## config.mk

```make
export PLATFORM = sky130hd
export DESIGN_NAME = ex_issue_stage
export DESIGN_NICKNAME = d
export VERILOG_FILES = /design/src/rtl/ex_issue_stage.sv
export SDC_FILE = /design/constraint.sdc
export NUM_CORES = 1
export LEC_CHECK = 0
export CAP_MARGIN = 10
export CORE_MARGIN = 4
export CORE_UTILIZATION = 50
export DETAILED_ROUTE_END_ITERATION = 6
export GPL_TIMING_DRIVEN = 0
export PLACE_DENSITY = 0.91
export SYNTH_ARGS = -nofsm -noshare
export SYNTH_HDL_FRONTEND = slang
export SYNTH_SLANG_ARGS = --single-unit
```

## constraint.sdc

```tcl
create_clock -name clk -period 2.6 [get_ports clk]
set_input_delay 0.52 -clock clk [delete_from_list [all_inputs] [get_ports clk]]
set_output_delay 0.52 -clock clk [all_outputs]
set_load 0.02 [all_outputs]
```

## src/rtl/ex_issue_stage.sv

```systemverilog
// EX issue stage: decodes MIPS ALU/compare ops into ALU controls and holds them
// in a two-entry in-order buffer (head + skid) toward the ALU.
module ex_issue_stage #(
  parameter bit ILLEGAL_AS_NOP = 1'b0
) (
  input  logic        clk,
  input  logic        rst_n,
  input  logic        in_valid,
  output logic        in_ready,
  input  logic [5:0]  opcode,
  input  logic [5:0]  funct,
  input  logic [4:0]  shamt,
  input  logic [15:0] imm,
  input  logic [31:0] rs_val,
  input  logic [31:0] rt_val,
  input  logic [4:0]  dst,
  input  logic        flush,
  output logic        out_valid,
  input  logic        out_ready,
  output logic [31:0] a,
  output logic [31:0] b,
  output logic        AddSel,
  output logic        ArithSel,
  output logic        sign,
  output logic [2:0]  ALUSel,
  output logic [2:0]  CompSel,
  output logic [4:0]  out_dst,
  output logic        illegal
);

  localparam logic [2:0] ALU_ADD = 3'b000, ALU_OR  = 3'b001, ALU_AND = 3'b010,
                         ALU_XOR = 3'b011, ALU_SLL = 3'b100, ALU_SRL = 3'b101,
                         ALU_CMP = 3'b110;
  localparam logic [2:0] CMP_LT = 3'b010, CMP_EQ = 3'b100, CMP_NE = 3'b101;

  typedef struct packed {
    logic [31:0] a;
    logic [31:0] b;
    logic        addsel;
    logic        arithsel;
    logic        sign;
    logic [2:0]  alusel;
    logic [2:0]  compsel;
    logic        illegal;
    logic [4:0]  dst;
  } ent_t;

  ent_t        dec, head_q, skid_q, head_d, skid_d;
  logic [1:0]  cnt_q, cnt_d;
  logic        legal, acc, ret;
  logic [31:0] sext, zext, rr_b;

  assign sext = {{16{imm[15]}}, imm};
  assign zext = {16'b0, imm};
  assign rr_b = rt_val;

  // Decode: every control starts at zero so unused fields stay zero per op.
  always_comb begin
    dec     = '0;
    dec.dst = dst;
    legal   = 1'b1;
    if (opcode == 6'h00) begin
      case (funct)
        6'h20: begin dec.a = rs_val; dec.b = rr_b; dec.sign = 1'b1; end
        6'h21: begin dec.a = rs_val; dec.b = rr_b; end
        6'h22: begin dec.a = rs_val; dec.b = rr_b; dec.addsel = 1'b1; dec.sign = 1'b1; end
        6'h23: begin dec.a = rs_val; dec.b = rr_b; dec.addsel = 1'b1; end
        6'h24: begin dec.a = rs_val; dec.b = rr_b; dec.alusel = ALU_AND; end
        6'h25: begin dec.a = rs_val; dec.b = rr_b; dec.alusel = ALU_OR;  end
        6'h26: begin dec.a = rs_val; dec.b = rr_b; dec.alusel = ALU_XOR; end
        6'h00: begin dec.a = rt_val; dec.b = {27'b0, shamt}; dec.alusel = ALU_SLL; end
        6'h02: begin dec.a = rt_val; dec.b = {27'b0, shamt}; dec.alusel = ALU_SRL; end
        6'h03: begin
          dec.a = rt_val; dec.b = {27'b0, shamt}; dec.alusel = ALU_SRL; dec.arithsel = 1'b1;
        end
        6'h04: begin dec.a = rt_val; dec.b = {27'b0, rs_val[4:0]}; dec.alusel = ALU_SLL; end
        6'h06: begin dec.a = rt_val; dec.b = {27'b0, rs_val[4:0]}; dec.alusel = ALU_SRL; end
        6'h07: begin
          dec.a = rt_val; dec.b = {27'b0, rs_val[4:0]}; dec.alusel = ALU_SRL; dec.arithsel = 1'b1;
        end
        6'h2A: begin
          dec.a = rs_val; dec.b = rr_b; dec.alusel = ALU_CMP; dec.compsel = CMP_LT; dec.sign = 1'b1;
        end
        6'h2B: begin dec.a = rs_val; dec.b = rr_b; dec.alusel = ALU_CMP; dec.compsel = CMP_LT; end
        default: legal = 1'b0;
      endcase
    end else begin
      case (opcode)
        6'h08: begin dec.a = rs_val; dec.b = sext; dec.sign = 1'b1; end
        6'h09: begin dec.a = rs_val; dec.b = sext; end
        6'h0A: begin
          dec.a = rs_val; dec.b = sext; dec.alusel = ALU_CMP; dec.compsel = CMP_LT; dec.sign = 1'b1;
        end
        6'h0B: begin dec.a = rs_val; dec.b = sext; dec.alusel = ALU_CMP; dec.compsel = CMP_LT; end
        6'h0C: begin dec.a = rs_val; dec.b = zext; dec.alusel = ALU_AND; end
        6'h0D: begin dec.a = rs_val; dec.b = zext; dec.alusel = ALU_OR;  end
        6'h0E: begin dec.a = rs_val; dec.b = zext; dec.alusel = ALU_XOR; end
        6'h04: begin dec.a = rs_val; dec.b = rr_b; dec.alusel = ALU_CMP; dec.compsel = CMP_EQ; end
        6'h05: begin dec.a = rs_val; dec.b = rr_b; dec.alusel = ALU_CMP; dec.compsel = CMP_NE; end
        default: legal = 1'b0;
      endcase
    end
    // Undecodable ops become an OR of zeros; only the flag depends on the mode.
    if (!legal) begin
      dec         = '0;
      dec.dst     = dst;
      dec.alusel  = ALU_OR;
      dec.illegal = !ILLEGAL_AS_NOP;
    end
  end

  assign out_valid = (cnt_q != 2'd0);
  assign acc       = in_valid && in_ready && !flush;
  assign ret       = out_valid && out_ready && !flush;

  // Occupancy / entry movement; flush dominates accept and retire.
  always_comb begin
    cnt_d  = cnt_q;
    head_d = head_q;
    skid_d = skid_q;
    if (flush) begin
      cnt_d = 2'd0;
    end else if (acc && ret) begin
      if (cnt_q == 2'd1) head_d = dec;
    end else if (ret) begin
      head_d = skid_q;
      cnt_d  = cnt_q - 2'd1;
    end else if (acc) begin
      if (cnt_q == 2'd0) head_d = dec;
      else               skid_d = dec;
      cnt_d = cnt_q + 2'd1;
    end
  end

  always_ff @(posedge clk or negedge rst_n) begin
    if (!rst_n) begin
      cnt_q    <= 2'd0;
      head_q   <= '0;
      skid_q   <= '0;
      in_ready <= 1'b0;
    end else begin
      cnt_q    <= cnt_d;
      head_q   <= head_d;
      skid_q   <= skid_d;
      in_ready <= (cnt_d != 2'd2);
    end
  end

  assign a        = head_q.a;
  assign b        = head_q.b;
  assign AddSel   = head_q.addsel;
  assign ArithSel = head_q.arithsel;
  assign sign     = head_q.sign;
  assign ALUSel   = head_q.alusel;
  assign CompSel  = head_q.compsel;
  assign illegal  = head_q.illegal;
  assign out_dst  = head_q.dst;

endmodule

```

# ---- Word-level counts from Yosys, hierarchy flattened
# Index checks and enable logic that the tools add are counted.
dict set report word_totals {
  elab_cells 109
  register_bits 161
  in_bits 107
  out_inout_bits 81
}
dict set report classes {
  n_eq_ne 26
  mux 26
  n_addsub 2
  n_bitwise 4
  reduce_logical 31
}
# op n
set op_table {}
lappend op_table {{$mux 79} 6}
lappend op_table {{$pmux 64 s3} 2}
lappend op_table {{$mux 64} 1}
lappend op_table {{$eq 6x6->1 const B} 9}
lappend op_table {{$eq 6x4->1 const B} 7}
lappend op_table {{$eq 6x3->1 const B} 5}
lappend op_table {{$pmux 3 s6} 1}
lappend op_table {{$reduce_or 9->1} 2}
lappend op_table {{$reduce_or 15->1} 1}
lappend op_table {{$reduce_or 2->1} 7}
lappend op_table {{$eq 6x2->1 const B} 2}
lappend op_table {{$logic_not 6->1} 2}
lappend op_table {{$mux 2} 6}
lappend op_table {{$pmux 3 s4} 1}
lappend op_table {{$reduce_or 3->1} 4}
lappend op_table {{$reduce_or 4->1} 3}
lappend op_table {{$pmux 3 s3} 1}
lappend op_table {{$mux 1} 7}
lappend op_table {{$mux 7} 1}
lappend op_table {{$reduce_bool 3->1} 2}
lappend op_table {{$logic_and 1x1->1} 5}
lappend op_table {{$reduce_and 5->1} 1}
lappend op_table {{$not 1->1} 4}
lappend op_table {{$reduce_and 4->1} 1}
lappend op_table {{other kinds (8)} 8}

# ---- Logic depth before layout (Yosys ltp)
# Gate-level depths: netlist of run 1.
dict set report logic_depth {
  word_depth 9
  depth_mapped 9
  mapped_depth_nobuf 8
}

# ---- Least setup slack after synthesis of run 1
# OpenSTA, ideal clock, no wires.
dict set report synth_path {
  path_kind {register to register}
  start {register cnt_q[0]}
  end {register skid_q[55] in the netlist's numbering}
  arrival_ns 1.905
  setup_time_ns 0.126
  path_slack_ns 0.569
  n_path_buf 2
  path_stages_with_launch 10
  required_ns 2.474
  synth_period_minus_slack_ns 2.031
  cell_sequence {dfrtp_1 -> inv_1 -> ha_1 -> inv_1 -> nand2_1 -> or3_1 -> clkbuf_1 -> clkbuf_1 -> a221oi_1 -> nor2_1}
}
dict set report synth_via {
  elab_chain_cells 6
  word_cells_on_any_way 9
  cone_classes {bitwise (3); reduce/logical (6)}
}
# element line
set synth_lines {}
lappend synth_lines {{start: declaration} 49} ;# logic [1:0] cnt_q, cnt_d;
lappend synth_lines {{start signal: assignment} 142} ;# cnt_q <= cnt_d;
lappend synth_lines {{$reduce_bool 2->1 *} 112} ;# assign out_valid = (cnt_q != 2'd0);
lappend synth_lines {{via out_valid} 18} ;# output logic out_valid,
lappend synth_lines {{$logic_and 1x1->1 * (2 in series)} 114} ;# assign ret = out_valid && out_ready && !flush;
lappend synth_lines {{$logic_and 1x1->1} 123} ;# end else if (acc && ret) begin
lappend synth_lines {{$not 1->1 (no line)} n/a}
lappend synth_lines {{$reduce_and 5->1 (no line) *} n/a}
lappend synth_lines {{end signal: assignment} 144} ;# skid_q <= skid_d;
lappend synth_lines {{end: declaration} 48} ;# ent_t dec, head_q, skid_q, head_d, skid_d;
# The timed path passes the listed nets; every way through them passes the cells marked *.
# A chain may end at the register's enable or synchronous reset.

# ---- Worst setup path after layout of run 1
dict set report layout_path {
  start {input port opcode[5]}
  end {register skid_q[69] in the netlist's numbering}
}
dict set report layout_via {
  elab_chain_cells 5
  word_cells_on_any_way 19
  cone_classes {eq/ne (9); mux (5); reduce/logical (5)}
}
# element line
set layout_lines {}
lappend layout_lines {{start: declaration} 10} ;# input logic [5:0] opcode,
lappend layout_lines {{$eq 6x4->1 or $eq 6x3->1 (tied branches)} 88} ;# case (opcode)
lappend layout_lines {{$reduce_or 4->1 (no line) (tied with other cells)} n/a}
lappend layout_lines {{$pmux 64 s3 or $mux 1 (tied branches)} 88}
lappend layout_lines {{$mux 64 or $mux 1 (tied branches)} 62} ;# if (opcode == 6'h00) begin
lappend layout_lines {{$mux 79 *} 104} ;# if (!legal) begin
# Mark *: on every way between the ends. The rest lies on a longest branch, timed or not.

==> reports/metrics.yaml, run 1 <==
route:
  postRouteAntennaNets: 0
  firstDrtPassIters: 7
  drc: 1
  vias: 7926
  routed_wl_um: 25900
  drtIter0Drc: 987
  vias_per_cell: 6.07
  drt-wirelength-per-cell_um: 19.8
yosys:
  yosysSeqAreaShare_pct: 51.2
  dominantRegCellSynth: "dfrtp_1"
  syn_nets: 989
  syn-cell-area_um2: 7870
  netlist_instances: 880
  synth_edf_count: 0
  synthArstFlopShare_pct: 100
  ys_ff_latch: 161
  synth_warnings: 0
  avgSynthCellArea_um2: 8.95
  synth_cell_types: 55
worst_hold_path:
  min_path_type: "in2reg"
  min_from: "opcode[0]"
  hold_end: "skid_q[6]$_DFFE_PN0P_"
  hold_path_depth: 3
pwr:
  power_density_nw_per_um2: 967
  p_total_mw: 10.2
  power.leakage_nw: 4.37
  ir_worst_vdd_uv: 619
die:
  start_util_pct: 51.4
  coreArea_um2: 15300
  dieArea_um2: 17800
  fp.dieW_um: 133
  die_y_um: 133
  rows: 45
  io_pins: 188
clock_network:
  htree_levels: 4
  clock_sinks: 161
  cts_buffers: 17
  cts-root-buf: "clkbuf_16"
  cts_tree: "done"
  cts_buffer_depth: 2
  path_clk_slew_ns: 0.06
  worstSkewPairLatency_ns: 0.43
layout:
  drive_gt1_share_pct: 8.31
  fin_area_um2: 10600
  final_nets: 1193
  antenna_cells: 0
  final_common_cell: "clkdlybuf4s50_1"
  final_cell_mix: "clkdlybuf4s50_1, dfrtp_1, nand2_1, nor2_1, o21ai_0"
  area_growth_syn_to_layout_pct: 34.4
sta:
  hold_violations: 0
  fin_skew_ns: 0.00478
  worstMarginPinSlew_ns: 0.631
  rsz0062_at_grt: "true"
  finalCritPeriodShare_pct: 96.5
  final.min_clock_period_ns: 2.51
  timing.fmax_ghz: 0.398
  setup_viol: 0
  fin_ws_ns: 0.0898
  slew_viol_final: 0
  max_slew_margin_pct: 57.9
  tns_ns: 0
critical_path:
  r2r_slack_ns: 0.17
  timing.rr.end: "skid_q[42]$_DFFE_PN0P_"
  cp.required_ns: 2.95
  worstPathCellList: "clkdlybuf4s50_1 > nor3_4 > nand2_2 > o21ai_2 > clkbuf_1 > a221oi_1 > nor2_1"
  path_delay_family: "buffers and inverters"
  crit_buf_inv: 2
  cpMaxStageDelayCell: "clkbuf_1"
  r2r_start: "cnt_q[0]$_DFF_PN0_"
  crit_path_end_kind: "flop"
  crit_fanout: 10
  r2r_cells: 8
  startpoint_type: "input port"
  worstPathArrival_ns: 2.86
  critPathMaxStageDelay_ns: 0.53
  path_class: "in2reg"
run:
  max_cap_violations: 0
grt:
  grt_max_degree: 120
  grt_overflow: 0
  grtUsageTotal_pct: 29.3
  grt_pass1_vias: 7884
  antenna_found_initial: 1
  grt_pass1_wl_um: 41400
placed_design:
  dp_hpwl_um: 18300
  pre_cts_slack_ns: -0.363
  gp_congestion: 0.939
  buffer_ports.inserted: 183
  dpl_cell_area_um2: 10000
run_status:
  outcome: "complete, but fails checks"
  violations: "design-rule violations"
-- logic make-up (layout without fill, tap and decap cells) --
| group | Yosys count | count (layout) | share of synthesized area, % |
|---|---|---|---|
| simple gates | 338 | 338 | 18.6 |
| compound gates | 280 | 280 | 23.4 |
| flops | 161 | 161 | 51.2 |
| buf+inv | 88 | 303 | 5.13 |
| mux | 8 | 8 | 1.06 |
| xor+xnor | 3 | 3 | 0.334 |
| fa+ha+maj | 2 | 2 | 0.318 |
-- routing by layer --
layer,track usage [%],part of all wire (%),up-vias
met3,8.01,11,59
met1,38.6,39,3807
li1,-,-,3563
met4,10.9,2.3,2
met2,46.8,48,495
met5,0,0.077,-
-- synthesized netlist by cell type, types with 4 or more instances --
library cell  number  area [µm²]
buf_1              4        15.0
a221oi_1          38         333
o22ai_1            5        31.3
nand3_1           43         215
dfrtp_1          161        4030
nand2_1          140         526
nor2_1           120         450
a31oi_1           42         263
buf_6              5        56.3
inv_1              9        33.8
buf_2             17        85.1
nor2b_1            5        31.3
a22oi_1           24         180
and3_1             4        25.0
clkbuf_1          48         180
a21oi_1           61         305
mux2i_1            5        50.1
o21ai_1           14        70.1
o21ai_0           65         325
a221oi_2          11         165
nor3_1             4        20.0
-- area by class of cell --
type,count,area [µm²]
Buffer,78,380
Clock buffer,23,468
Clock inverter,7,85.1
Fill cell,1179,4730
Inverter,10,37.5
Multi-Input combinational cell,631,3450
Sequential cell,161,4030
Tap cell,211,264
Timing Repair Buffer,185,1870
-- report_power, final --
part           internal [mW]  switching, mW
Sequential              3.42          0.547
Clock                   1.44          0.962
Combinational           1.67           2.19
Total                   6.54           3.70
-- timing repair --
action / in CTS / in global routing
hold buffers: 1 / 0
gates resized for setup: 0 / 21
setup endpoints to repair: 0 / 69
hold endpoints to repair: 42 / 0
buffers inserted: 0 / 0
-- worst max path at each step --
| stage | depth (start not counted) | from | endpoint | slack, ns |
|---|---|---|---|---|
| floorplan | 9 | cnt_q[0]$_DFF_PN0_ | skid_q[55]$_DFFE_PN0P_ | 0.57 |
| global placement | 1 | rst_n | out_dst[2]$_DFFE_PN0P_ | -5.41 |
| detailed placement | 8 | opcode[5] | a[5]$_DFFE_PN0P_ | -0.36 |
| CTS | 9 | cnt_q[0]$_DFF_PN0_ | skid_q[19]$_DFFE_PN0P_ | 0.06 |
| global route | 7 | opcode[5] | skid_q[67]$_DFFE_PN0P_ | -0.008 |
| finish | 7 | opcode[5] | skid_q[69]$_DFFE_PN0P_ | 0.09 |
-- state kept, by name, indices dropped and copies added (netlist names) --
signal	flops
ArithSel	1
cnt_q	2
skid_q	79
sign	1
a	32
in_ready	1
AddSel	1
out_dst	5
CompSel	3
b	32
ALUSel	3
illegal	1
-- worst min-delay path, stage by stage --
cell and delay (ns):
buf_2 0.16, nand3_1 0.08, nand2_1 0.05
-- stage by stage --
step           hold WS, ns  std cells  util, %
3_3_place_gp         0.453       1274     65.1
5_1_grt              0.427       1306     69.1
2_1_floorplan        0.224        880        -
4_1_cts              0.419       1306     69.0
6_report             0.429       1306     69.1
3_5_place_dp         0.431       1275     65.3
Power figures use the tool's default switching activity.
==> run 2, diff against run 1 <==
--- a/config.mk
+++ b/config.mk
@@ -5,12 +5,13 @@
 export SDC_FILE = /design/constraint.sdc
 export NUM_CORES = 1
 export LEC_CHECK = 0
+export ABC_AREA = 1
 export CAP_MARGIN = 10
 export CORE_MARGIN = 4
-export CORE_UTILIZATION = 50
+export CORE_UTILIZATION = 51
 export DETAILED_ROUTE_END_ITERATION = 6
 export GPL_TIMING_DRIVEN = 0
-export PLACE_DENSITY = 0.91
+export PLACE_DENSITY = 0.92
 export SYNTH_ARGS = -nofsm -noshare
 export SYNTH_HDL_FRONTEND = slang
 export SYNTH_SLANG_ARGS = --single-unit
==> run 2 against run 1 <==
  * The run now ends clean
  * Hold slack got worse by 0.39 ns
  * Flip-flop and latch count unchanged
  * Critical path depth decreased by 3
  * Non-clock buffer count decreased by 11
  * Setup slack improved by 0.088 ns
  * Sequential share of layout area decreased by 1.9 points
  * Clock power increased by 5%
  * Area after synthesis increased by 6.5%
  * Cell count increased by 24%
  * Design area increased by 5.3%
  * First-iteration DRC count increased by 2.3%
  * Critical path type is now reg2out
  * Critical endpoint is now out_valid
  * Largest cell class unchanged
==> reports/metrics.yaml, run 2 <==
route:
  vias: 8917  # was 7926
  vias_per_cell: 5.51  # was 6.07
  drtIter0Drc: 1010  # was 987
  drc: 0  # was 1
  firstDrtPassIters: 6  # was 7
  drt-wirelength-per-cell_um: 17.3  # was 19.8 µm
  routed_wl_um: 28000  # was 25900 µm
  postRouteAntennaNets: 0  # unchanged
yosys:
  synth_top_cells_by_count: "nand2_1, nor2_1, dfrtp_1, nand3_1, a31oi_1"  # was dfrtp_1, nand2_1, nor2_1, o21ai_0, a21oi_1
  synth_xor_area_share_pct: 0  # was 0.334%
  synthArstFlopShare_pct: 100  # unchanged
  synth_edf_count: 0  # unchanged
  synth.most_common_cell: "nand2_1"  # was dfrtp_1
  synth_warnings: 0  # unchanged
  synth_top_cells_by_area: "dfrtp_1, nand2_1, nor2_1, nand3_1, a31oi_1"  # was dfrtp_1, nand2_1, nor2_1, a221oi_1, o21ai_0
  syn_nets: 1290  # was 989
  syn-cell-area_um2: 8390  # was 7870 µm²
  yosysSeqAreaShare_pct: 48.0  # was 51.2%
  yosys.area_share.simple_pct: 37.6  # was 18.6%
  synth_top_area_cell: "dfrtp_1"  # unchanged
  avgSynthCellArea_um2: 7.10  # was 8.95 µm²
  synthMuxAreaShare_pct: 0  # was 1.06%
  yosysTopAreaCellShare_pct: 48.0  # was 51.2%
  netlist_instances: 1181  # was 880
  synthAdderAreaFrac_pct: 0.298  # was 0.318%
  dominantRegCellSynth: "dfrtp_1"  # unchanged
  synth_cell_types: 31  # was 55
  synth_top_family_by_area: "simple AND/OR/NAND/NOR gates"  # was compound AO/OA/AOI/OAI gates
  synth_compound_area_share_pct: 8.17  # was 23.4%
  ys_ff_latch: 161  # unchanged
layout:
  regMostFlops: "skid_q"  # unchanged
  fin_area_um2: 11100  # was 10600 µm²
  final_cell_mix: "nand2_1, nor2_1, clkdlybuf4s50_1, dfrtp_1, nand3_1"  # was clkdlybuf4s50_1, dfrtp_1, nand2_1, nor2_1, o21ai_0
  multi_input_area_um2: 3870  # was 3450 µm²
  final_nets: 1497  # was 1193
  largest_register_ffs: 79  # unchanged
  final_util_pct: 69.6  # was 69.1%
  drive_gt1_share_pct: 6.57  # was 8.31%
  final_common_cell: "nand2_1"  # was clkdlybuf4s50_1
  instances_no_fill: 1617  # was 1306
  area_growth_syn_to_layout_pct: 32.8  # was 34.4%
  n_fill_cell: 1240  # was 1179
  regArea_um2: 4030  # unchanged
clock_network:
  htree_levels: 4  # unchanged
  cts_buffer_depth: 2  # unchanged
  path_clk_slew_ns: 0.06  # about the same
  cts_buffers: 17  # unchanged
  cts-root-buf: "clkbuf_16"  # unchanged
  clock_sinks: 161  # unchanged
  worstSkewPairLatency_ns: 0.44  # was 0.43 ns
  postCtsResizedCells: 0  # unchanged
  ctsHoldBuffers: 0  # was 1
  cts_tree: "done"  # unchanged
  post_cts_buffers: 0  # unchanged
placed_design:
  dpl.cell_count: 1585  # was 1275
  dpl_cell_area_um2: 10600  # was 10000 µm²
  gp_congestion: 1.01  # was 0.939
  dp_hpwl_um: 20500  # was 18300 µm
  buffer_ports.inserted: 187  # was 183
sta:
  worstMarginPinSlew_ns: 0.684  # was 0.631 ns
  max_slew_margin_pct: 54.4  # was 57.9%
  hold_violations: 0  # unchanged
  slew_viol_final: 0  # unchanged
  timing.fmax_ghz: 0.413  # was 0.398 GHz
  fin_skew_ns: 0.0112  # was 0.00478 ns
  rsz0062_at_grt: "false"  # was true
  finalCritPeriodShare_pct: 93.2  # was 96.5%
  setup_viol: 0  # unchanged
  final.min_clock_period_ns: 2.42  # was 2.51 ns
die:
  dieArea_um2: 18600  # was 17800 µm²
  io_pins: 188  # unchanged
  fp.dieW_um: 136  # was 133 µm
  die_y_um: 136  # was 133 µm
  coreArea_um2: 16000  # was 15300 µm²
  rows: 46  # was 45
  start_util_pct: 52.4  # was 51.4%
pwr:
  power_density_nw_per_um2: 746  # was 967 nW/µm²
  ir_worst_vdd_uv: 591  # was 619 µV
  power.leakage_nw: 5.75  # was 4.37 nW
  p_total_mw: 8.31  # was 10.2 mW
critical_path:
  r2r_start: "cnt_q[0]$_DFF_PN0_"  # unchanged
  worstSetupStartpoint: "cnt_q[0]$_DFF_PN0_"  # was opcode[5]
  cp.required_ns: 2.08  # was 2.95 ns
  crit_path_end_kind: "primary output"  # was flop
  startpoint_type: "flop"  # was input port
  crit_fanout: 4  # was 10
  path_class: "reg2out"  # was in2reg
  worstPathArrival_ns: 1.90  # was 2.86 ns
worst_hold_path:
  min_path_type: "in2async"  # was in2reg
grt:
  grt_pass1_vias: 8567  # was 7884
  grt_overflow: 0  # unchanged
  grt_pass1_wl_um: 43300  # was 41400 µm
  grt_max_degree: 89  # was 120
  grtUsageTotal_pct: 30.2  # was 29.3%
  antenna_found_initial: 0  # was 1
run:
  max_cap_violations: 0  # unchanged
run_status:
  outcome: "finished clean"  # was complete, but fails checks
run 2: cell types whose count changed in the layout (fill, tap and decap cells not counted), sizes merged, moves of 38 or more:
cell	previous run	this run
a21oi	61	15
a221oi	49	0
o21ai	81	38
nand3	43	81
nand2	142	474
nor2	120	225
run 2: final cells by class:
cell class                      instances  area share (%)
Clock inverter                         12            1.28
Antenna cell                            1          0.0225
Sequential cell                       161            36.2
Tap cell                              216            2.43
Timing Repair Buffer                  188            17.1
Clock buffer                           19            3.89
Inverter                               47            1.61
Multi-Input combinational cell        909            34.7
Buffer                                 64            2.81
run 2: routing by layer:
metal	wire length (µm)	share of wire (%)	GRT usage, %	vias to the layer above
li1	-	-	-	4167
met1	10500	38	37.3	4110
met2	13100	47	48.5	546
met3	3050	11	8.07	94
met4	1300	4.7	16.1	0
met5	0	0	0	-
run 2: cell families (layout without fill, tap and decap cells):
family / count (synthesis) / after routing
flops: 161 / 161
buf+inv: 111 / 330
other cells: 0 / 1
simple gates: 789 / 789
fa+ha+maj: 2 / 2
compound gates: 118 / 118
run 2: final timing paths:
check | slack, ns | depth (start not counted) | end
max reg2reg | 0.32 | 10 | b[31]$_DFFE_PN0P_
min in group clk | 0.48 | 2 | a[31]$_DFFE_PN0P_
min | 0.04 | 1 | skid_q[42]$_DFFE_PN0P_
min reg2reg | 0.48 | 2 | a[31]$_DFFE_PN0P_
max in group asynchronous | 1.73 | 2 | skid_q[60]$_DFFE_PN0P_
max | 0.18 | 4 | out_valid
run 2: power by group:
group          leakage [nW]  total [mW]  internal [mW]  switching [mW]
logic                  3.39        2.22          0.982            1.24
clock network         0.278        2.54           1.49            1.05
registers              2.08        3.55           3.18           0.377
total                  5.75        8.31           5.65            2.66
run 2: through the flow:
step	worst slack (ns)	hold WS (ns)	setup TNS (ns)
final	0.177	0.0410	0
after global placement	-5.46	0.454	-877.82
after floorplan	0.740	0.224	0
after global routing	0.145	0.0848	0
after detailed placement	0.0406	0.459	0
after CTS	0.179	0.0727	0
run 2: worst max-delay path, cell delays in order (launching register included):
cell	delay (ns)
dfrtp_1	0.38
inv_1	0.08
ha_1	0.24
inv_1	0.13
clkdlybuf4s50_1	0.64
